### src/rtl/uart_tx_scheduler_pkg.sv
// Shared definitions for the UART transmit scheduler: FSM encoding, default
// sizing and the byte-lane helper used to pick a requester's byte.
package uart_tx_scheduler_pkg;

  localparam int NUM_REQ_DEFAULT      = 4;
  localparam int BUSY_TIMEOUT_DEFAULT = 8;

  typedef enum logic [1:0] {
    S_IDLE      = 2'd0,
    S_START     = 2'd1,
    S_WAIT_BUSY = 2'd2,
    S_WAIT_DONE = 2'd3
  } state_t;

  // Requester i owns bits [8i+7:8i] of the packed request data bus.
  function automatic logic [7:0] byte_lane(input logic [8*NUM_REQ_DEFAULT-1:0] data,
                                           input logic [1:0] idx);
    return data[8*idx +: 8];
  endfunction

endpackage

### src/rtl/uart_tx_scheduler_rr_pick.sv
// Combinational 4-way round-robin priority encoder: the search starts one
// past the last grant and wraps, so the most recent winner ranks last.
module rr_pick
  import uart_tx_scheduler_pkg::*;
(
  input  logic [NUM_REQ_DEFAULT-1:0] req,
  input  logic [1:0]                 last_grant,
  output logic                       valid,
  output logic [1:0]                 winner
);

  always_comb begin
    valid  = 1'b0;
    winner = 2'd0;
    // 2-bit index arithmetic wraps 3 -> 0 for free.
    for (int k = 1; k <= NUM_REQ_DEFAULT; k++) begin
      if (!valid && req[last_grant + 2'(k)]) begin
        valid  = 1'b1;
        winner = last_grant + 2'(k);
      end
    end
  end

endmodule

### src/rtl/uart_tx_scheduler.sv
// Shares one async_transmitter between four byte requesters. Handshake: a
// requester holds req[i] and its byte until a one-cycle ack[i]; TxD_start
// fires with that ack, and a new byte is only offered while TxD_busy is low.
module uart_tx_scheduler
  import uart_tx_scheduler_pkg::*;
#(
  parameter int NUM_REQ      = NUM_REQ_DEFAULT,
  parameter int BUSY_TIMEOUT = BUSY_TIMEOUT_DEFAULT
) (
  input  logic                   CLK_IN,
  input  logic                   RST,
  input  logic [NUM_REQ-1:0]     req,
  input  logic [8*NUM_REQ-1:0]   req_data,
  output logic [NUM_REQ-1:0]     ack,
  output logic                   TxD_start,
  output logic [7:0]             TxD_data,
  input  logic                   TxD_busy,
  output logic [1:0]             grant_id,
  output logic                   active,
  output logic                   tx_err,
  output logic [1:0]             state_dbg
);

  localparam int CW = $clog2(BUSY_TIMEOUT + 1);

  state_t          state, state_nxt;
  logic [1:0]      last_grant;
  logic [CW-1:0]   to_cnt;
  logic            to_expired;
  logic            pick_valid;
  logic [1:0]      pick_id;

  rr_pick u_rr_pick (
    .req        (req),
    .last_grant (last_grant),
    .valid      (pick_valid),
    .winner     (pick_id)
  );

  // to_cnt holds the number of cycles since the START cycle.
  assign to_expired = (to_cnt == CW'(BUSY_TIMEOUT - 1));

  always_comb begin
    state_nxt = state;
    unique case (state)
      S_IDLE:      if (pick_valid && !TxD_busy) state_nxt = S_START;
      S_START:     state_nxt = S_WAIT_BUSY;
      S_WAIT_BUSY: begin
        if (TxD_busy)        state_nxt = S_WAIT_DONE;
        else if (to_expired) state_nxt = S_IDLE;
      end
      S_WAIT_DONE: if (!TxD_busy) state_nxt = S_IDLE;
      default:     state_nxt = S_IDLE;
    endcase
  end

  assign TxD_start = (state == S_START);
  assign ack       = TxD_start ? ({{(NUM_REQ-1){1'b0}}, 1'b1} << grant_id) : '0;
  assign active    = (state != S_IDLE);
  assign state_dbg = state;

  always_ff @(posedge CLK_IN) begin
    if (RST) begin
      state      <= S_IDLE;
      TxD_data   <= 8'd0;
      grant_id   <= 2'd0;
      last_grant <= 2'd3;
      to_cnt     <= '0;
      tx_err     <= 1'b0;
    end else begin
      state <= state_nxt;
      // Byte and owner are captured only on acceptance and held until the next one.
      if (state == S_IDLE && state_nxt == S_START) begin
        TxD_data <= byte_lane(req_data, pick_id);
        grant_id <= pick_id;
      end
      if (state == S_START) begin
        last_grant <= grant_id;
        to_cnt     <= CW'(1);
      end else if (state == S_WAIT_BUSY && !TxD_busy && !to_expired) begin
        to_cnt <= to_cnt + CW'(1);
      end else if (state != S_WAIT_BUSY) begin
        to_cnt <= '0;
      end
      if (state == S_WAIT_BUSY && !TxD_busy && to_expired)
        tx_err <= 1'b1;
    end
  end

endmodule

### config.mk
export PLATFORM = sky130hd
export DESIGN_NAME = uart_tx_scheduler
export DESIGN_NICKNAME = d
export VERILOG_FILES = /design/src/rtl/uart_tx_scheduler_pkg.sv /design/src/rtl/uart_tx_scheduler_rr_pick.sv /design/src/rtl/uart_tx_scheduler.sv
export SDC_FILE = /design/constraint.sdc
export NUM_CORES = 1
export LEC_CHECK = 0
export CORE_MARGIN = 10
export CORE_UTILIZATION = 42
export CTS_CLUSTER_SIZE = 28
export DETAILED_ROUTE_END_ITERATION = 7
export HOLD_SLACK_MARGIN = 0.12
export PLACE_DENSITY_LB_ADDON = 0.05
export SYNTH_ARGS = -nofsm -noshare
export SYNTH_HDL_FRONTEND = slang
export SYNTH_SLANG_ARGS = --single-unit
### constraint.sdc
create_clock -name CLK_IN -period 4.2 [get_ports CLK_IN]
set_clock_uncertainty 0.2 [all_clocks]
set_input_delay 0.84 -clock CLK_IN [delete_from_list [all_inputs] [get_ports CLK_IN]]
set_output_delay 0.84 -clock CLK_IN [all_outputs]
set_load 0.05 [all_outputs]
=== Word-level counts from Yosys, hierarchy flattened ===
Index checks and enable logic that the tools add are counted.

* Memory bits (writable): 0
* Bits of input ports: 39
* Memory bits (read-only): 0
* Logic and storage cells: 66
* Memories: 0
* Flip-flop bits (word level): 19
* Output and inout bits: 19
* Latch bits: 0

* Muxes and demuxes: 25
* Magnitude comparators: 4
* Reduce and logical (&&, ||, !) cells: 18
* $mul: 0
* Add/subtract/negate cells: 4
* Equality and inequality tests: 6
* Divide/modulo/power cells: 0
* Bitwise logic cells: 0
* Shifts and indexed selects: 2

{| class="wikitable"
|+ Operators with widths
! cell !! count
|-
| $shiftx A32 B6 Y8 || 1
|-
| $mux W2 || 8
|-
| $lt A2 B3 Y1 const B || 4
|-
| $mux W4 || 3
|-
| $mux W1 || 9
|-
| $bmux W1 S2 || 4
|-
| $logic_and A1 B1 Y1 || 8
|-
| $pmux W2 S4 || 1
|-
| $logic_not A1 Y1 || 5
|-
| $add A2 B2 Y2 const B || 2
|-
| $add A4 B1 Y4 const B || 1
|-
| $eq A2 B1 Y1 const B || 2
|-
| $eq A2 B2 Y1 const B || 2
|-
| $eq A4 B3 Y1 const B || 1
|-
| $reduce_bool A2 Y1 || 2
|-
| $shl A1 B2 Y4 const A || 1
|-
| $reduce_bool A3 Y1 || 1
|-
| $add A2 B1 Y2 const B || 1
|-
| $logic_not A2 Y1 || 1
|-
| $ne A2 B2 Y1 const B || 1
|-
| $reduce_or A2 Y1 || 1
|}

=== Logic depth before layout (Yosys ltp) ===
Gate-level depths: netlist of run 1.

* Depth in word-level cells: 18
* Gate-level depth with buffers: 7
* Gate-level depth less buffers: 6

=== Cells and area by module ===
A second synthesis of run 1 with hierarchy kept.

* Cell total of the unflattened synthesis: 121
* Area, all modules: 1093.5 um2

{| class="wikitable"
|+ By module, submodules not included
! module !! seq. area each (um2) !! area an instance (um2) !! cells an instance !! instances
|-
| uart_tx_scheduler || 380.4 || 1002.2 || 107 || 1
|-
| rr_pick || 0.0 || 91.3 || 14 || 1
|}

=== Least setup slack after synthesis of run 1 ===
Ideal clock, no wire load.

* Path type: register to output
* Start: reg state[0] (netlist: state_dbg[0])
* End: out ack[1]
* Stages on the path, launching flop included: 3
* Path slack: 1.057 ns
* Buffers on the path: 0
* Required time: 3.160 ns
* Arrival time: 2.103 ns
* Cells stage by stage: dfxtp_1 > nand2b_1 > nor3b_1

* Longest elaborated chain between the ends: 2

{| class="wikitable"
|+ RTL lines
! item !! line !! source
|-
| from (decl) || uart_tx_scheduler.sv:26 || <nowiki>state_t state, state_nxt;</nowiki>
|-
| from (signal assigned) || uart_tx_scheduler.sv:71 || <nowiki>state <= state_nxt;</nowiki>
|-
| $eq A2 B1 Y1 || uart_tx_scheduler.sv:57 || <nowiki>assign TxD_start = (state == S_START);</nowiki>
|-
| $mux W4 || uart_tx_scheduler.sv:58 || <nowiki>assign ack = TxD_start ? ({{(NUM_REQ-1){1'b0}}, 1'b1} << grant_id) : '0;</nowiki>
|-
| to (decl) || uart_tx_scheduler.sv:14 || <nowiki>output logic [NUM_REQ-1:0] ack,</nowiki>
|}

Every way passes these cells.

=== Worst setup path after layout of run 1 ===
* Start: reg state[1] (netlist: state_dbg[1])
* End: out ack[2]

Same word-level chain as after synthesis.

==> results of run 1 <==
[per-layer routing]
metal / share of wire, % / routed length [um]
met5: 0 / 0
met4: 1.8 / 61
met3: 5.3 / 177
met2: 51 / 1710
met1: 42 / 1420
[synth_stat cells (all sizes together)]
library cell  count
ha                1
o21a              1
nand2b            4
and3b             1
nor3              2
dfxtp            19
a211o             2
or2               1
nor3b             2
nor2             11
mux2i            17
o22ai             2
or3b              1
o221ai            8
o21ai             2
a21oi             9
and3              1
nand2             6
inv               5
nand3b           10
xor2              2
buf               5
and4              1
nand4             1
a211oi            2
[stage by stage]
| stage | area [um^2] | hold slack [ns] | util, % | worst slack (ns) |
|---|---|---|---|---|
| finish | 1690 | 0.318 | 68.3 | 1.10 |
| global route | 1690 | 0.344 | 68.3 | 0.982 |
| CTS | 1690 | 0.322 | 68.3 | 1.09 |
| detailed placement | 1660 | 0.290 | 67.2 | 1.28 |
| global placement | 1660 | 0.261 | 67.2 | 1.43 |
| floorplan | 1090 | 0.267 | - | 1.06 |
[worst max path at each step]
stage / from / to / slack (ns) / depth (start not counted)
global placement: req[2] / TxD_data[5] / 1.43 / 7
finish: state_dbg[1] / ack[2] / 1.10 / 5
floorplan: state_dbg[0] / ack[1] / 1.06 / 2
CTS: state_dbg[1] / ack[2] / 1.09 / 5
detailed placement: req[2] / TxD_data[6] / 1.28 / 7
global route: state_dbg[1] / ack[2] / 0.98 / 5
[flip-flops by register name, summed over array words and instances, names as in the netlist]
register	flops
state_dbg	2
grant_id	2
to_cnt	4
TxD_data	8
last_grant	2
tx_err	1
[kinds of logic (layout without fill, tap and decap cells)]
logic type	Yosys count	count (layout)	synth area share [%]
compound gates	26	26	18.1
xor+xnor	2	2	1.60
fa+ha+maj	1	1	1.14
buf+inv	10	67	6.63
flops	19	19	34.7
mux	17	17	15.5
simple gates	41	41	22.3
[final cells by class]
| cell class | count | area, um^2 |
|---|---|---|
| inverter | 5 | 18.8 |
| multi-input combinational | 87 | 649 |
| clock inverter | 1 | 5.00 |
| tap | 30 | 37.5 |
| sequential | 19 | 380 |
| fill | 219 | 786 |
| timing repair buffer | 58 | 578 |
| clock buffer | 3 | 22.5 |
[where the power goes]
group / internal (mW) / leakage (nW) / switching (mW)
Sequential: 0.196 / 0.155 / 0.0140
Clock: 0.0356 / 0.0177 / 0.0598
Combinational: 0.0969 / 0.510 / 0.119
[critical path, cell delays in order, from the launching register on]
cell,delay [ns]
dfxtp_1,0.38
nand2b_1,0.25
inv_2,0.14
nand2_1,0.08
nor2_1,0.09
clkdlybuf4s50_1,0.81
==> results_dict.tcl, run 1 <==
set metrics [dict create \
    final_common_cell "clkdlybuf4s50_1" \
    synth_top_area_share_pct 34.7 \
    chipHeight_um 71.1 \
    clk_latency_ns 0.31 \
    fin_nets 214 \
    tns_ns 0 \
    fmaxAchievable_mhz 322 \
    holdPathEnd "TxD_data[0]" \
    end_kind "output port" \
    grt_start_max_net_pins 19 \
    io_pins 58 \
    cellPowerDensity_nw_per_um2 308 \
    cts_tree "yes" \
    synth_cell_types 33 \
    port_buffers 57 \
    ys_warn_count 0 \
    dp.final_hpwl_mm 2.70 \
    critPathKind "reg -> out" \
    antenna_cells 0 \
    die_x_um 71.1 \
    dp_cells 199 \
    rows 18 \
    ff2ff_setup_slack_ns 2.29 \
    top_usage_layer "met2" \
    yosys-top-cells-area "dfxtp_1 (35%), mux2i_1 (16%), nand3b_1 (6.9%)" \
    cp_max_fo 8 \
    setup_viol 0 \
    syn_to_final_growth_pct 54.5 \
    post-route-period-util_pct 73.9 \
    worstSetupStartpointType "register" \
    worst_slew_pin_slew_ns 0.620 \
    drv_slew 0 \
    yosysSeqAreaShare_pct 34.7 \
    dr.pass1.iters 4 \
    slew_headroom_pct 58.5 \
    vias_per_cell 5.29 \
    final_cells 203 \
    r2r_start "last_grant[0]" \
    use_met1_pct 15.0 \
    crit_arrival_ns 2.06 \
    vias 1073 \
    ir_worst_vdd_v 0.000226 \
    layout_common_cells "clkdlybuf4s50_1 (57), dfxtp_1 (19), mux2i_1 (17)" \
    ff2ff_path_depth 6 \
    path_clk_slew_ns 0.11 \
    grt_pass1_wl_mm 5.44 \
    postSynthCellCount 116 \
    min_from "TxD_data[0]" \
    drv_cap 0 \
    dr.first_iter.drc_count 36 \
    postCtsHoldBufs 0 \
    drt_wl_total_mm 3.37 \
    grt_overflow 0 \
    cts_max_path_buffers 2 \
    met2_usage_pct 21.4 \
    routabilityCongestion 0.806 \
    grt_pass1_vias 1117 \
    met3_usage_pct 4.60 \
    antenna_found_initial 0 \
    synth_area_um2 1090 \
    post_cts_buffers 0 \
    initial_core_util_pct 44.2 \
    clockRootBuffer "clkbuf_4" \
    clock-sinks 19 \
    core_um2 2480 \
    cts_buffers 3 \
    hold_path_class "reg -> reg" \
    crit_required_ns 3.16 \
    syn_nets 156 \
    yosysTopAreaCell "dfxtp_1" \
    finalHoldViolCount 0 \
    detail-route-antenna-nets 0 \
    final_layout_size_suffix_gt1_share_pct 6.94 \
    p_leak_nw 0.683 \
    ctsHtreeMaxLevel 1 \
    syn_avg_cell_area_um2 9.44 \
    whs_path_depth 2 \
    cts_resized 0 \
    dieArea_um2 5050 \
    grt_usage_pct 12.8 \
    power_mw 0.521 \
    grt_setup_unrepaired "false" \
    drc 0 \
    fin_crit_ns 3.10 \
    wl_per_cell_um 16.6 \
    rr_endpoint "TxD_data[6]" \
    status "completed" \
    synth.ff_latch_count 19 \
]
No activity file was read; power rests on OpenSTA's default activity.
==> run 2: changes to the inputs <==
--- a/config.mk
+++ b/config.mk
@@ -6,7 +6,7 @@
 export NUM_CORES = 1
 export LEC_CHECK = 0
 export CORE_MARGIN = 10
-export CORE_UTILIZATION = 42
+export CORE_UTILIZATION = 35
 export CTS_CLUSTER_SIZE = 28
 export DETAILED_ROUTE_END_ITERATION = 7
 export HOLD_SLACK_MARGIN = 0.12
==> constraint.sdc (replaced) <==
create_clock -name CLK_IN -period 2.7 [get_ports CLK_IN]
set_clock_uncertainty 0.2 [all_clocks]
set_input_delay 0.54 -clock CLK_IN [delete_from_list [all_inputs] [get_ports CLK_IN]]
set_output_delay 0.54 -clock CLK_IN [all_outputs]
set_load 0.05 [all_outputs]
==> results_dict.tcl, run 2 (synthesis results as in run 1) <==
set metrics [dict create \
    drt_wl_total_mm 3.15 \
    post_cts_buffers 0 \
    grt_setup_unrepaired "false" \
    n_fill_cell 280 \
    syn_to_final_growth_pct 58.1 \
    ff2ff_setup_slack_ns 0.85 \
    drc 0 \
    fmaxAchievable_mhz 403 \
    power_mw 0.809 \
    drv_slew 0 \
    top_regs "TxD_data: 8 flops, to_cnt: 4 flops" \
    fin_crit_ns 2.48 \
    cts_max_path_buffers 2 \
    fin_nets 215 \
    io_pins 58 \
    dr.first_iter.drc_count 58 \
    multi_input_area_um2 659 \
    crit_arrival_ns 1.74 \
    postCtsHoldBufs 0 \
    ff_latch_area_um2 380 \
    detail-route-antenna-nets 0 \
    drv_cap 0 \
    slew_headroom_pct 64.5 \
    status "completed" \
    rows 20 \
    clock-sinks 19 \
    port_buffers 57 \
    antenna_cells 0 \
    finalHoldViolCount 0 \
    die_x_um 75.9 \
    path_clk_slew_ns 0.11 \
    critPathKind "reg -> out" \
    initial_core_util_pct 36.2 \
    setup_ws_ns 0.216 \
    vias 1051 \
    worst_slew_pin_slew_ns 0.530 \
    dp_slack_ns 0.218 \
    layout_common_cells "clkdlybuf4s50_1 (52), dfxtp_1 (19), mux2i_1 (17)" \
    dp.final_hpwl_mm 2.58 \
    antenna_found_initial 0 \
    tns_ns 0 \
    cellPowerDensity_nw_per_um2 467 \
    grt_overflow 0 \
    hold_path_class "reg -> reg" \
    cts_buffers 3 \
    routabilityCongestion 0.782 \
    pwr-share-clk_pct 17.7 \
    post-route-period-util_pct 92.0 \
    setup_viol 0 \
    comb_power_share_pct 42.0 \
    p_sw_mw 0.291 \
    largest_reg_flops 8 \
    core_um2 3030 \
    whs_ns 0.276 \
    p_leak_nw 0.719 \
    intPower_mw 0.518 \
    largest_register "TxD_data" \
    dr.pass1.iters 4 \
    end_kind "output port" \
    clk_latency_ns 0.30 \
    crit_required_ns 1.96 \
    ctsHtreeMaxLevel 1 \
    switching_share_pct 35.9 \
    cp_max_fo 8 \
    finish.utilization_pct 57.1 \
    chipHeight_um 75.9 \
    grt_usage_pct 10.8 \
    ir_worst_vdd_v 0.000309 \
    wl_per_cell_um 14.4 \
    clockRootBuffer "clkbuf_4" \
    vias_per_cell 4.82 \
    grt_pass1_wl_mm 5.33 \
    seqPwrFrac_pct 40.3 \
    final_common_cell "clkdlybuf4s50_1" \
    final_layout_size_suffix_gt1_share_pct 10.3 \
    worstSetupStartpointType "register" \
    grt_pass1_vias 1071 \
    dieArea_um2 5770 \
    grt_start_max_net_pins 18 \
    cts_tree "yes" \
]
run 2: cell count changes in the layout (fill, tap and decap cells not counted):
cell | before | now
dlymetal6s2s_1 | 0 | 1
clkdlybuf4s50_1 | 57 | 52
nor3_1 | 2 | 1
buf_4 | 1 | 5
nor3b_2 | 0 | 1
clkinv_2 | 1 | 0
clkbuf_1 | 0 | 1
nor3_2 | 0 | 1
buf_12 | 0 | 1
nor3b_1 | 2 | 1
run 2: final timing paths:
| path | from | end | cells after the start |
|---|---|---|---|
| max | state_dbg[1] | active | 2 |
| min | tx_err | tx_err | 2 |
| max reg2reg | state_dbg[1] | TxD_data[6] | 5 |
| min reg2reg | tx_err | tx_err | 2 |
run 2: layer usage:
metal / vias to the layer above / GRT usage (%) / wire [um]
met5: - / 0 / 0
met4: 0 / 2.27 / 17
met3: 2 / 3.54 / 135
met2: 25 / 18.5 / 1620
met1: 477 / 12.6 / 1370
li1: 547 / - / -
run 2: what timing repair did:
action	4_1_cts	5_1_grt
endpoints found under the setup margin	0	1
gates resized for setup	0	1
hold endpoints to repair	0	0
run 2: metrics by stage:
stage               instances  cell area (um^2)
floorplan                 116              1100
global placement          214              1700
detailed placement        214              1700
CTS                       218              1730
global route              218              1730
finish                    218              1730
run 2: worst max-delay path, cell delays in order, from the launching register on:
cell and delay [ns]:
dfxtp_1 0.45, or2_1 0.18, clkdlybuf4s50_1 0.82
run 2: cell type report:
type / instances / area share [%]
Multi-Input combinational cell: 87 / 38.1
Timing Repair Buffer: 59 / 34.1
Sequential cell: 19 / 22.0
Tap cell: 44 / 3.18
Inverter: 5 / 1.08
Clock buffer: 4 / 1.52
run 2: power by group through the flow:
stage	logic (mW)	clock network, mW	registers [mW]
after floorplan	0.150	0	0.397
after global routing	0.363	0.166	0.331
final	0.340	0.143	0.326
after detailed placement	0.344	0	0.332
after global placement	0.340	0	0.332
after CTS	0.345	0.149	0.326
==> run 3: changes to the inputs <==
--- a/config.mk
+++ b/config.mk
@@ -11,6 +11,8 @@
 export DETAILED_ROUTE_END_ITERATION = 7
 export HOLD_SLACK_MARGIN = 0.12
 export PLACE_DENSITY_LB_ADDON = 0.05
+export SLEW_MARGIN = 20
 export SYNTH_ARGS = -nofsm -noshare
 export SYNTH_HDL_FRONTEND = slang
+export SYNTH_HIERARCHICAL = 1
 export SYNTH_SLANG_ARGS = --single-unit
==> results_dict.tcl, run 3 <==
set metrics [dict create \
    synth_area_um2 1090 \
    drc 0 \
    syn_avg_cell_area_um2 9.04 \
    syn_nets 161 \
    wl_per_cell_um 14.0 \
    synth_edf_count 0 \
    holdPathEnd "TxD_data[3]" \
    ff2ff_setup_slack_ns 0.72 \
    cts_tree "yes" \
    cts_buffers 3 \
    synth_cell_types 36 \
    synthMuxAreaShare_pct 17.4 \
    hold_path_class "reg -> reg" \
    async_flop_share_pct 0 \
    syn_to_final_growth_pct 58.6 \
    worst_slew_pin_slew_ns 0.549 \
    final_layout_size_suffix_gt1_share_pct 15.6 \
    final_cells 223 \
    largest_register "TxD_data" \
    cts_resized 0 \
    worstSetupStartpointType "register" \
    dr.first_iter.drc_count 65 \
    slowest_stage "clkdlybuf4s50_1" \
    post-route-period-util_pct 93.7 \
    dp_cells 219 \
    postSynthCellCount 121 \
    crit_required_ns 1.96 \
    min_from "TxD_data[3]" \
    fmaxAchievable_mhz 395 \
    drv_cap 0 \
    max_stage_delay_ns 0.80 \
    setup_ws_ns 0.169 \
    io_pins 58 \
    die_x_um 75.9 \
    antenna_cells 0 \
    slew_headroom_pct 63.3 \
    synth.ff_latch_count 19 \
    detail-route-antenna-nets 0 \
    ys_warn_count 6 \
    path_clk_slew_ns 0.11 \
    path_depth 3 \
    synth_top_family_by_area "simple AND/OR/NAND/NOR gates" \
    grt_overflow 0 \
    grt_usage_pct 11.5 \
    crit_chain "nor2_1 > inv_1 > clkdlybuf4s50_1" \
    power_mw 0.789 \
    fin_crit_ns 2.53 \
    antenna_found_initial 0 \
    status "completed" \
    clock-sinks 19 \
    yosysTopAreaCell "dfxtp_1" \
    ctsHtreeMaxLevel 1 \
    yosys-top-cells-area "dfxtp_1 (35%), mux4_2 (16%), nand2_1 (10%)" \
    cellPowerDensity_nw_per_um2 455 \
    fin_nets 220 \
    rr_endpoint "TxD_data[1]" \
    synth_compound_area_share_pct 14.2 \
    grt_setup_unrepaired "false" \
    grt_pass1_vias 1175 \
    clk_latency_ns 0.29 \
    dp_slack_ns 0.0834 \
    drt_wl_total_mm 3.12 \
    dp.final_hpwl_mm 2.60 \
    end_kind "output port" \
    cp_top_family "buffers and inverters" \
    postCtsHoldBufs 0 \
    largest_reg_flops 8 \
    routabilityCongestion 0.853 \
    core_um2 3030 \
    ff2ff_path_depth 7 \
    vias_per_cell 4.93 \
    n_fill_cell 281 \
    synth_most_common_cell "nand2_1" \
    critPathBufInv 2 \
    cts_max_path_buffers 2 \
    port_buffers 57 \
    grt_start_max_net_pins 13 \
    post_cts_buffers 0 \
    synth_top_area_share_pct 34.8 \
    finalHoldViolCount 0 \
    top_regs "TxD_data: 8 flops, to_cnt: 4 flops" \
    cp_max_fo 9 \
    vias 1100 \
    yosys-top-cells-count "nand2_1 (29), dfxtp_1 (19), a21oi_1 (13)" \
    layout_common_cells "clkdlybuf4s50_1 (52), nand2_1 (29), dfxtp_1 (18)" \
    synthXorXnorAreaFrac_pct 0 \
    dieArea_um2 5760 \
    whs_path_depth 2 \
    initial_core_util_pct 36.1 \
    synthSimpleGateAreaFrac_pct 26.9 \
    clockRootBuffer "clkbuf_4" \
    ir_worst_vdd_v 0.000165 \
    crit_arrival_ns 1.79 \
    p_leak_nw 0.666 \
    chipHeight_um 75.9 \
    yosysSeqAreaShare_pct 34.8 \
    dr.pass1.iters 4 \
    synthFlopType "dfxtp_1" \
    synthAdderAreaFrac_pct 1.14 \
    critPathKind "reg -> out" \
    drv_slew 0 \
    grt_pass1_wl_mm 5.19 \
    setup_viol 0 \
    final_common_cell "clkdlybuf4s50_1" \
    rows 20 \
    tns_ns 0 \
    finish.utilization_pct 57.3 \
    r2r_start "last_grant[1]" \
]
-- run 3: routing by layer --
metal,part of all wire (%),track usage (%)
met5,0,0
met4,0.58,3.51
met3,14,7.03
met2,45,19.2
met1,41,11.8
-- run 3: kinds of logic (layout without fill, tap and decap cells) --
| logic type | Yosys count | after routing |
|---|---|---|
| simple gates | 56 | 56 |
| compound gates | 24 | 24 |
| flops | 19 | 19 |
| buf+inv | 12 | 70 |
| mux | 9 | 9 |
| fa+ha+maj | 1 | 1 |
-- run 3: worst max-delay path by stage --
stage | startpoint | end | slack (ns)
finish | state_dbg[1] | active | 0.17
global route | state_dbg[1] | active | 0.07
CTS | state_dbg[1] | active | 0.15
detailed placement | req[3] | TxD_data[2] | 0.08
global placement | req[3] | TxD_data[0] | 0.13
floorplan | state_dbg[1] | ack[1] | -0.13
-- run 3: tightest hold or removal path: stages (launching register included) --
cell and delay (ns):
dfxtp_1 0.33, nand2_1 0.05, a21oi_1 0.05
-- run 3: cell type report --
cell class,instances,area [um^2],share of cell area [%]
inverters,6,22.5,1.30
clock buffers,3,22.5,1.30
flip-flops and latches,19,382,22.0
well taps,44,55.1,3.17
repair buffers,60,593,34.2
clock inverters,1,5.00,0.289
multi-input cells,90,654,37.7
-- run 3: metrics by stage --
step | hold WS (ns) | instance area (um^2)
after global placement | 0.242 | 1710
after CTS | 0.266 | 1730
final | 0.264 | 1730
after floorplan | 0.262 | 1100
after detailed placement | 0.249 | 1710
after global routing | 0.274 | 1730
-- run 3: report_power, final --
group / internal (mW) / switching [mW] / leakage, nW
clock network: 0.0550 / 0.0892 / 0.0177
logic: 0.157 / 0.164 / 0.493
registers: 0.302 / 0.0223 / 0.156
